===== src/rtl/sync_pkg.sv =====
// Shared constants and UART FSM state encoding for the sync/UART line transmitter.
package sync_pkg;

   typedef enum logic [1:0] {
      ST_IDLE,
      ST_START,
      ST_DATA,
      ST_STOP
   } uart_state_t;

   localparam int DEF_CLK_DIV     = 434;
   localparam int DEF_N_PERIOD    = 5000000;
   localparam int UART_DATA_BITS  = 8;
   localparam int UART_STOP_BITS  = 1;
   localparam int UART_FRAME_BITS = 1 + UART_DATA_BITS + UART_STOP_BITS;

   function automatic int frame_clks(input int n_bytes, input int clk_div);
      return n_bytes * UART_FRAME_BITS * clk_div;
   endfunction

endpackage


===== src/rtl/uart_tx_byte.sv =====
// One-byte 8N1 serializer. done pulses during the last STOP cycle so the next byte
// can be accepted on the same edge, giving gap-free back-to-back bytes.
module uart_tx_byte
   import sync_pkg::*;
#(
   parameter int CLK_DIV    = DEF_CLK_DIV,
   parameter int CLK_DIV_CW = 9
) (
   input  logic       clk,
   input  logic       rstn,
   input  logic       start,
   input  logic [7:0] data,
   output logic       tx,
   output logic       done
);

   uart_state_t           r_state;
   logic [CLK_DIV_CW-1:0] r_cnt;
   logic [2:0]            r_bit;
   logic [7:0]            r_shift;
   logic                  r_tx;
   logic                  r_done;
   logic                  w_bit_end;

   assign w_bit_end = (r_cnt == CLK_DIV_CW'(CLK_DIV - 1));
   assign tx        = r_tx;
   assign done      = r_done;

   always_ff @(posedge clk) begin
      if (!rstn) begin
         r_state <= ST_IDLE;
         r_cnt   <= '0;
         r_bit   <= '0;
         r_shift <= '0;
         r_tx    <= 1'b1;
         r_done  <= 1'b0;
      end else begin
         r_done <= 1'b0;
         r_cnt  <= w_bit_end ? '0 : r_cnt + CLK_DIV_CW'(1);
         case (r_state)
            ST_IDLE: begin
               r_cnt <= '0;
               if (start) begin
                  r_state <= ST_START;
                  r_tx    <= 1'b0;
                  r_shift <= data;
               end
            end
            ST_START: begin
               if (w_bit_end) begin
                  r_state <= ST_DATA;
                  r_bit   <= '0;
                  r_tx    <= r_shift[0];
               end
            end
            ST_DATA: begin
               if (w_bit_end) begin
                  if (r_bit == 3'(UART_DATA_BITS - 1)) begin
                     r_state <= ST_STOP;
                     r_tx    <= 1'b1;
                  end else begin
                     r_bit   <= r_bit + 3'd1;
                     r_shift <= r_shift >> 1;
                     r_tx    <= r_shift[1];
                  end
               end
            end
            ST_STOP: begin
               // Early by one so the caller sees done while STOP is still on the line
               r_done <= (r_cnt == CLK_DIV_CW'(CLK_DIV - 2));
               if (w_bit_end) begin
                  if (start) begin
                     r_state <= ST_START;
                     r_tx    <= 1'b0;
                     r_shift <= data;
                  end else begin
                     r_state <= ST_IDLE;
                  end
               end
            end
            default: r_state <= ST_IDLE;
         endcase
      end
   end

endmodule


===== src/rtl/sync_uart_tx.sv =====
// Periodic sync/UART frame generator: every N_PERIOD clocks sends the 32-bit sync index, LSB byte first.
// Define SYNC_TX_CKSUM_EN to append one XOR-of-payload checksum byte to every frame.
module sync_uart_tx
   import sync_pkg::*;
#(
   parameter int CLK_DIV     = DEF_CLK_DIV,
   parameter int CLK_DIV_CW  = 9,
   parameter int N_PERIOD    = DEF_N_PERIOD,
   parameter int N_PERIOD_CW = 23,
   parameter int N_BYTES     = 4
) (
   input  logic        clk,
   input  logic        rstn,
   input  logic        en,
   output logic        sync_line,
   output logic        sync_pulse,
   output logic        busy,
   output logic [31:0] sync_idx
);

`ifdef SYNC_TX_CKSUM_EN
   localparam int N_FRAME = N_BYTES + 1;
`else
   localparam int N_FRAME = N_BYTES;
`endif
   localparam int FW     = 8 * N_FRAME;
   localparam int LEFT_W = $clog2(N_FRAME) + 1;

   logic [N_PERIOD_CW-1:0] r_period;
   logic [31:0]            r_sync_idx;
   logic [FW-1:0]          r_shift;
   logic [LEFT_W-1:0]      r_left;
   logic                   r_busy;
   logic                   r_pulse;
   logic [8*N_BYTES-1:0]   w_payload;
   logic [FW-1:0]          w_frame;
   logic [7:0]             w_data;
   logic                   w_launch;
   logic                   w_next;
   logic                   w_start;
   logic                   w_tx;
   logic                   w_done;

   // Payload bytes beyond the 32-bit index are sent as zero
   for (genvar gi = 0; gi < N_BYTES; gi++) begin : g_payload
      if (gi < 4) begin : g_idx
         assign w_payload[8*gi +: 8] = r_sync_idx[8*gi +: 8];
      end else begin : g_pad
         assign w_payload[8*gi +: 8] = 8'h00;
      end
   end

`ifdef SYNC_TX_CKSUM_EN
   logic [7:0] w_cksum;
   always_comb begin
      w_cksum = 8'h00;
      for (int i = 0; i < N_BYTES; i++) begin
         w_cksum = w_cksum ^ w_payload[8*i +: 8];
      end
   end
   assign w_frame = {w_cksum, w_payload};
`else
   assign w_frame = w_payload;
`endif

   assign w_launch = en && (r_period == '0) && !r_busy;
   assign w_next   = w_done && (r_left != '0);
   assign w_start  = w_launch || w_next;
   assign w_data   = w_launch ? w_frame[7:0] : r_shift[7:0];

   always_ff @(posedge clk) begin
      if (!rstn) begin
         r_period   <= '0;
         r_sync_idx <= '0;
         r_shift    <= '0;
         r_left     <= '0;
         r_busy     <= 1'b0;
         r_pulse    <= 1'b0;
      end else begin
         r_pulse <= w_launch;
         if (!en || r_period == N_PERIOD_CW'(N_PERIOD - 1)) begin
            r_period <= '0;
         end else begin
            r_period <= r_period + N_PERIOD_CW'(1);
         end
         if (w_launch) begin
            r_sync_idx <= r_sync_idx + 32'd1;
            r_shift    <= w_frame >> 8;
            r_left     <= LEFT_W'(N_FRAME - 1);
            r_busy     <= 1'b1;
         end else if (w_done) begin
            if (r_left != '0) begin
               r_shift <= r_shift >> 8;
               r_left  <= r_left - LEFT_W'(1);
            end else begin
               r_busy <= 1'b0;
            end
         end
      end
   end

`ifndef SYNTHESIS
   always_ff @(posedge clk) begin
      if (rstn) begin
         assert (!(en && r_period == '0 && r_busy));
         assert (frame_clks(N_FRAME, CLK_DIV) < N_PERIOD);
      end
   end
`endif

   uart_tx_byte #(
      .CLK_DIV    (CLK_DIV),
      .CLK_DIV_CW (CLK_DIV_CW)
   ) u_tx_byte (
      .clk   (clk),
      .rstn  (rstn),
      .start (w_start),
      .data  (w_data),
      .tx    (w_tx),
      .done  (w_done)
   );

   assign sync_line  = w_tx;
   assign sync_pulse = r_pulse;
   assign busy       = r_busy;
   assign sync_idx   = r_sync_idx;

endmodule


===== config.mk =====
export PLATFORM = sky130hd
export DESIGN_NAME = sync_uart_tx
export DESIGN_NICKNAME = d
export VERILOG_FILES = /design/src/rtl/sync_pkg.sv /design/src/rtl/uart_tx_byte.sv /design/src/rtl/sync_uart_tx.sv
export SDC_FILE = /design/constraint.sdc
export NUM_CORES = 1
export LEC_CHECK = 0
export CAP_MARGIN = 20
export CORE_MARGIN = 1.5
export CORE_UTILIZATION = 59
export CTS_BUF_LIST = sky130_fd_sc_hd__clkbuf_16
export CTS_CLUSTER_SIZE = 30
export DETAILED_ROUTE_END_ITERATION = 6
export GPL_ROUTABILITY_DRIVEN = 0
export HOLD_SLACK_MARGIN = 0.06
export PLACE_DENSITY = 0.8
export RECOVER_POWER = 100
export SYNTH_ARGS = -nofsm -noshare
export SYNTH_HDL_FRONTEND = slang
export SYNTH_HIERARCHICAL = 1
export SYNTH_SLANG_ARGS = --single-unit

===== constraint.sdc =====
create_clock -name clk -period 3.54 [get_ports clk]
set_input_delay 0.354 -clock clk [delete_from_list [all_inputs] [get_ports clk]]
set_output_delay 0.354 -clock clk [all_outputs]
set_load 0.05 [all_outputs]

==> key figures <==
Power and ir drop
  • Peak supply drop: 293.1 uV
  • Leakage dissipation: 2.285 nW
  • Relative contribution of the clock network to total power: 34.0%
  • Cell-internal power: 1.971 mW
  • Net Sw Frac: 29.58%
  • Power density over cell area: 453.7 mW/mm2
  • Power share of the combinational group: 17.7%
  • Switching power summed over all nets: 0.8282 mW
  • Proportion of power drawn by flip-flops and latches: 48.2%

Placed design
  • Placed insts: 754
  • Placement-stage worst setup slack: 0.6396 ns
  • Port Buffer Count: 37
  • Detailed Place HPWL: 8637 um
  • Area post-placement: 0.005909 mm2

Final layout
  • Antenna cell count: 0
  • Final standard cell count with taps included and fillers excluded: 769
  • Area growth from synthesis to layout: 12.07%
  • Post-layout net count: 672
  • Fraction of layout instances using a drive strength above 1: 5.775%
  • Final core utilization: 67.42%
  • Post-route standard cell area excluding fillers: 0.006171 mm2

Critical path
  • Cell seen most often among critical-path stages: o21ai_0
  • Worst Reg2Reg Path Length in Cells: 8
  • Crit path buffers/inverters: 1
  • Top Family by Delay on Critical Path: compound AO/OA/AOI/OAI gates
  • Library cell contributing the largest single delay on the critical path: clkbuf_2
  • WP data required: 3.77 ns
  • Type of element capturing the critical path: register
  • Maximum fanout along the worst path: 71
  • Delay of the slowest critical-path stage: 0.73 ns
  • Worst Path Arrival: 3.10 ns
  • Cell-by-cell trace of the critical path: nor4_1, nand4_1, clkbuf_2, o21ai_0, o21ai_0, nor2_1, a21oi_1, o221a_2
  • Startpoint type of the worst setup path: register
  • Type of the worst setup path: register to register
  • Logic depth of the worst path, buffers included: 8

Clocking
  • Clock insertion delay at the later pin of the skew report: 0.35 ns
  • Htree depth: 3
  • Postcts setup bufs: 0
  • Bufs on Longest Clock Path: 2
  • Total clock buffers created by CTS: 9
  • Clock edge transition at the registers on the reported setup and hold paths: 0.07 ns
  • TritonCTS clock tree: done
  • Number of hold buffers added after cts: 0
  • Clk root buf: clkbuf_16
  • Sink Count: 108
  • Number of gates given a new drive strength after cts: 0

STA
  • Max-slew violation count: 0
  • Fin crit period: 2.865 ns
  • Final Hold Fails: 0
  • RSZ-0062 raised after global routing: no
  • Post-route clock period utilization: 80.92%
  • Setup Viol. Count Final: 0
  • Worst-margin pin slew: 1.275 ns
  • Max Fclk: 349.1 MHz
  • Total Neg Setup Slack: 0 ns
  • Relative slew slack: 14.99%
  • Worst-case clock skew: 0.01530 ns
  • Worst path setup slack after routing: 0.6755 ns

Floorplan
  • Row Count: 35
  • Die Area: 0.009921 mm2
  • Core area: 0.009153 mm2
  • Die height: 99.61 um
  • Effective utilization at floorplan: 60.16%
  • Horizontal extent of the die: 99.61 um
  • Top Ports: 38

Synth
  • Multiplexer share of the synthesized area: 7.816%
  • Post-Synth Adder-Cell Area: 3.408%
  • Average footprint of a synthesized cell: 8.631 um2
  • Xor-xnor portion of the synthesized cell area: 3.181%
  • Cell count after synthesis: 638
  • Post-synthesis net count: 656
  • Top FF cell, synth: dfxtp_1
  • Part of the Yosys area used for sequential elements: 39.26%
  • Post-synthesis share of cell area spent on and, or, nand and nor gates: 27.06%
  • Number of warnings issued by yosys: 6
  • Number of flops mapped to enable cells by yosys: 0
  • Main combinational cell family by area after synthesis: simple AND/OR/NAND/NOR gates
  • Flop and latch count out of synthesis: 108
  • Library cell with the largest summed area after synthesis: dfxtp_1
  • Cell types occupying the most area after synthesis: dfxtp_1 39%, mux2i_1 6.2%, a21oi_1 3.9%
  • Number of different library cells in the post-synthesis netlist: 53
  • Top-area cell type share of the netlist area: 39.26%
  • Synth Area in Compound Gates: 14.70%
  • Share of synthesized flip-flops with an asynchronous set or reset: 0%
  • Area of the mapped netlist: 0.005507 mm2

GRT
  • Total grt overflow: 0
  • Number of global-route vias before repair: 4445
  • Antenna violations before repair: 0
  • Largest net degree at the start of global routing: 72
  • Wire length of the first global-routing pass: 21050 um
  • Total GRT Usage: 26.03%

Detailed routing
  • Count of unresolved DRC violations after routing: 0
  • Antenna Violating Nets Remaining: 0
  • Detailed-route via count: 4871
  • Final Routed Wirelength: 12880 um
  • Initial DRC Count: 352
  • Vias per inst: 6.334
  • Number of search-and-repair iterations in the first detailed-routing pass: 5
  • Average wire length per cell after detail routing: 16.74 um

Min path
  • Class of the worst hold path: register to register
  • Hold path depth: 2

Outcome
  • Result of the run: finished, final reports clean

Flow run
  • Max-cap violations: 0
[logic make-up (layout without fill, tap and decap cells)]
| kind of cell | count (synthesis) | after routing |
|---|---|---|
| mux | 42 | 42 |
| fa+ha+maj | 15 | 15 |
| flops | 108 | 108 |
| compound gates | 121 | 121 |
| buf+inv | 63 | 83 |
| xor+xnor | 20 | 20 |
| simple gates | 269 | 269 |
[stage by stage]
step,hold WS (ns),power [mW]
after global placement,0.4431,1.852
final,0.4610,2.800
after detailed placement,0.4532,1.870
after floorplan,0.4356,1.771
after CTS,0.4613,2.811
after global routing,0.4798,2.929
[routing by layer]
layer / GRT usage, % / part of all wire, % / vias up
met5: 0 / 0 / -
met4: 9.967 / 2.3 / 0
met3: 3.795 / 4.3 / 20
met2: 45.47 / 50 / 132
met1: 32.48 / 44 / 2326
li1: - / - / 2393
[flip-flops by register name (all words and copies together), names as in the netlist]
signal and flops:
busy 1, r_left 3, r_shift 24, sync_idx 32
u_tx_byte/done 1, u_tx_byte/r_shift 8, r_period 23, u_tx_byte/r_bit 3
sync_pulse 1, u_tx_byte/r_cnt 9, u_tx_byte/tx 1, u_tx_byte/r_state 2
[layout by cell type (no fill, tap or decap), types with 11 or more instances in the layout]
cell type,count
a211oi_1,18
o31ai_1,11
a21oi_1,43
or4_1,12
nor4_1,19
nor3_1,20
ha_1,15
o21ai_0,16
nand3_1,30
mux2i_1,34
nand2_1,48
inv_1,22
nand4_1,24
dfxtp_1,108
dlygate4sd3_1,35
nor2_1,44
and4_1,12
nand2b_1,24
[power by group through the flow]
stage          sequential (mW)  combinational (mW)  clock (mW)
2_1_floorplan             1.39               0.382           0
3_3_place_gp              1.37               0.478           0
3_5_place_dp              1.37               0.495           0
4_1_cts                   1.35               0.497       0.965
5_1_grt                   1.36               0.556        1.01
6_report                  1.35               0.497       0.953
[cell usage after synthesis, types with 2 or more instances]
cell / n
dfxtp_1: 108
nand2_1: 48
nor2_1: 44
a21oi_1: 43
mux2i_1: 34
clkbuf_1: 30
nand3_1: 30
nand2b_1: 24
nand4_1: 24
inv_1: 21
nor3_1: 20
nor4_1: 19
a211oi_1: 18
ha_1: 15
o21ai_0: 14
and4_1: 12
or4_1: 12
o31ai_1: 11
and3_1: 10
or3_1: 10
xnor2_1: 10
xor2_1: 10
o211ai_1: 8
mux2_1: 7
o221a_2: 7
buf_2: 6
o41ai_1: 5
and2_1: 4
buf_1: 4
o311ai_1: 4
a221oi_1: 2
o21ai_1: 2
o311ai_0: 2
[worst paths after layout]
path	end	start	slack (ns)
max	u_tx_byte/r_shift[4]	r_period[13]	0.68
min	u_tx_byte/r_bit[2]	u_tx_byte/r_bit[2]	0.46
max reg2reg	u_tx_byte/r_shift[4]	r_period[13]	0.68
min reg2reg	u_tx_byte/r_bit[2]	u_tx_byte/r_bit[2]	0.46
[final cells by class]
type / count / area (um2)
Clock inverter: 6 / 47.55
Tap cell: 111 / 138.9
Sequential cell: 108 / 2162
Multi-Input combinational cell: 467 / 3093
Fill cell: 725 / 2982
Timing Repair Buffer: 46 / 421.7
Clock buffer: 9 / 225.2
Inverter: 22 / 82.58
[worst min-delay path, stage by stage, from the launching register on]
cell and delay, ns:
dfxtp_1 0.32, nand2_1 0.05, a21oi_1 0.05
Power figures use the tool's default switching activity.
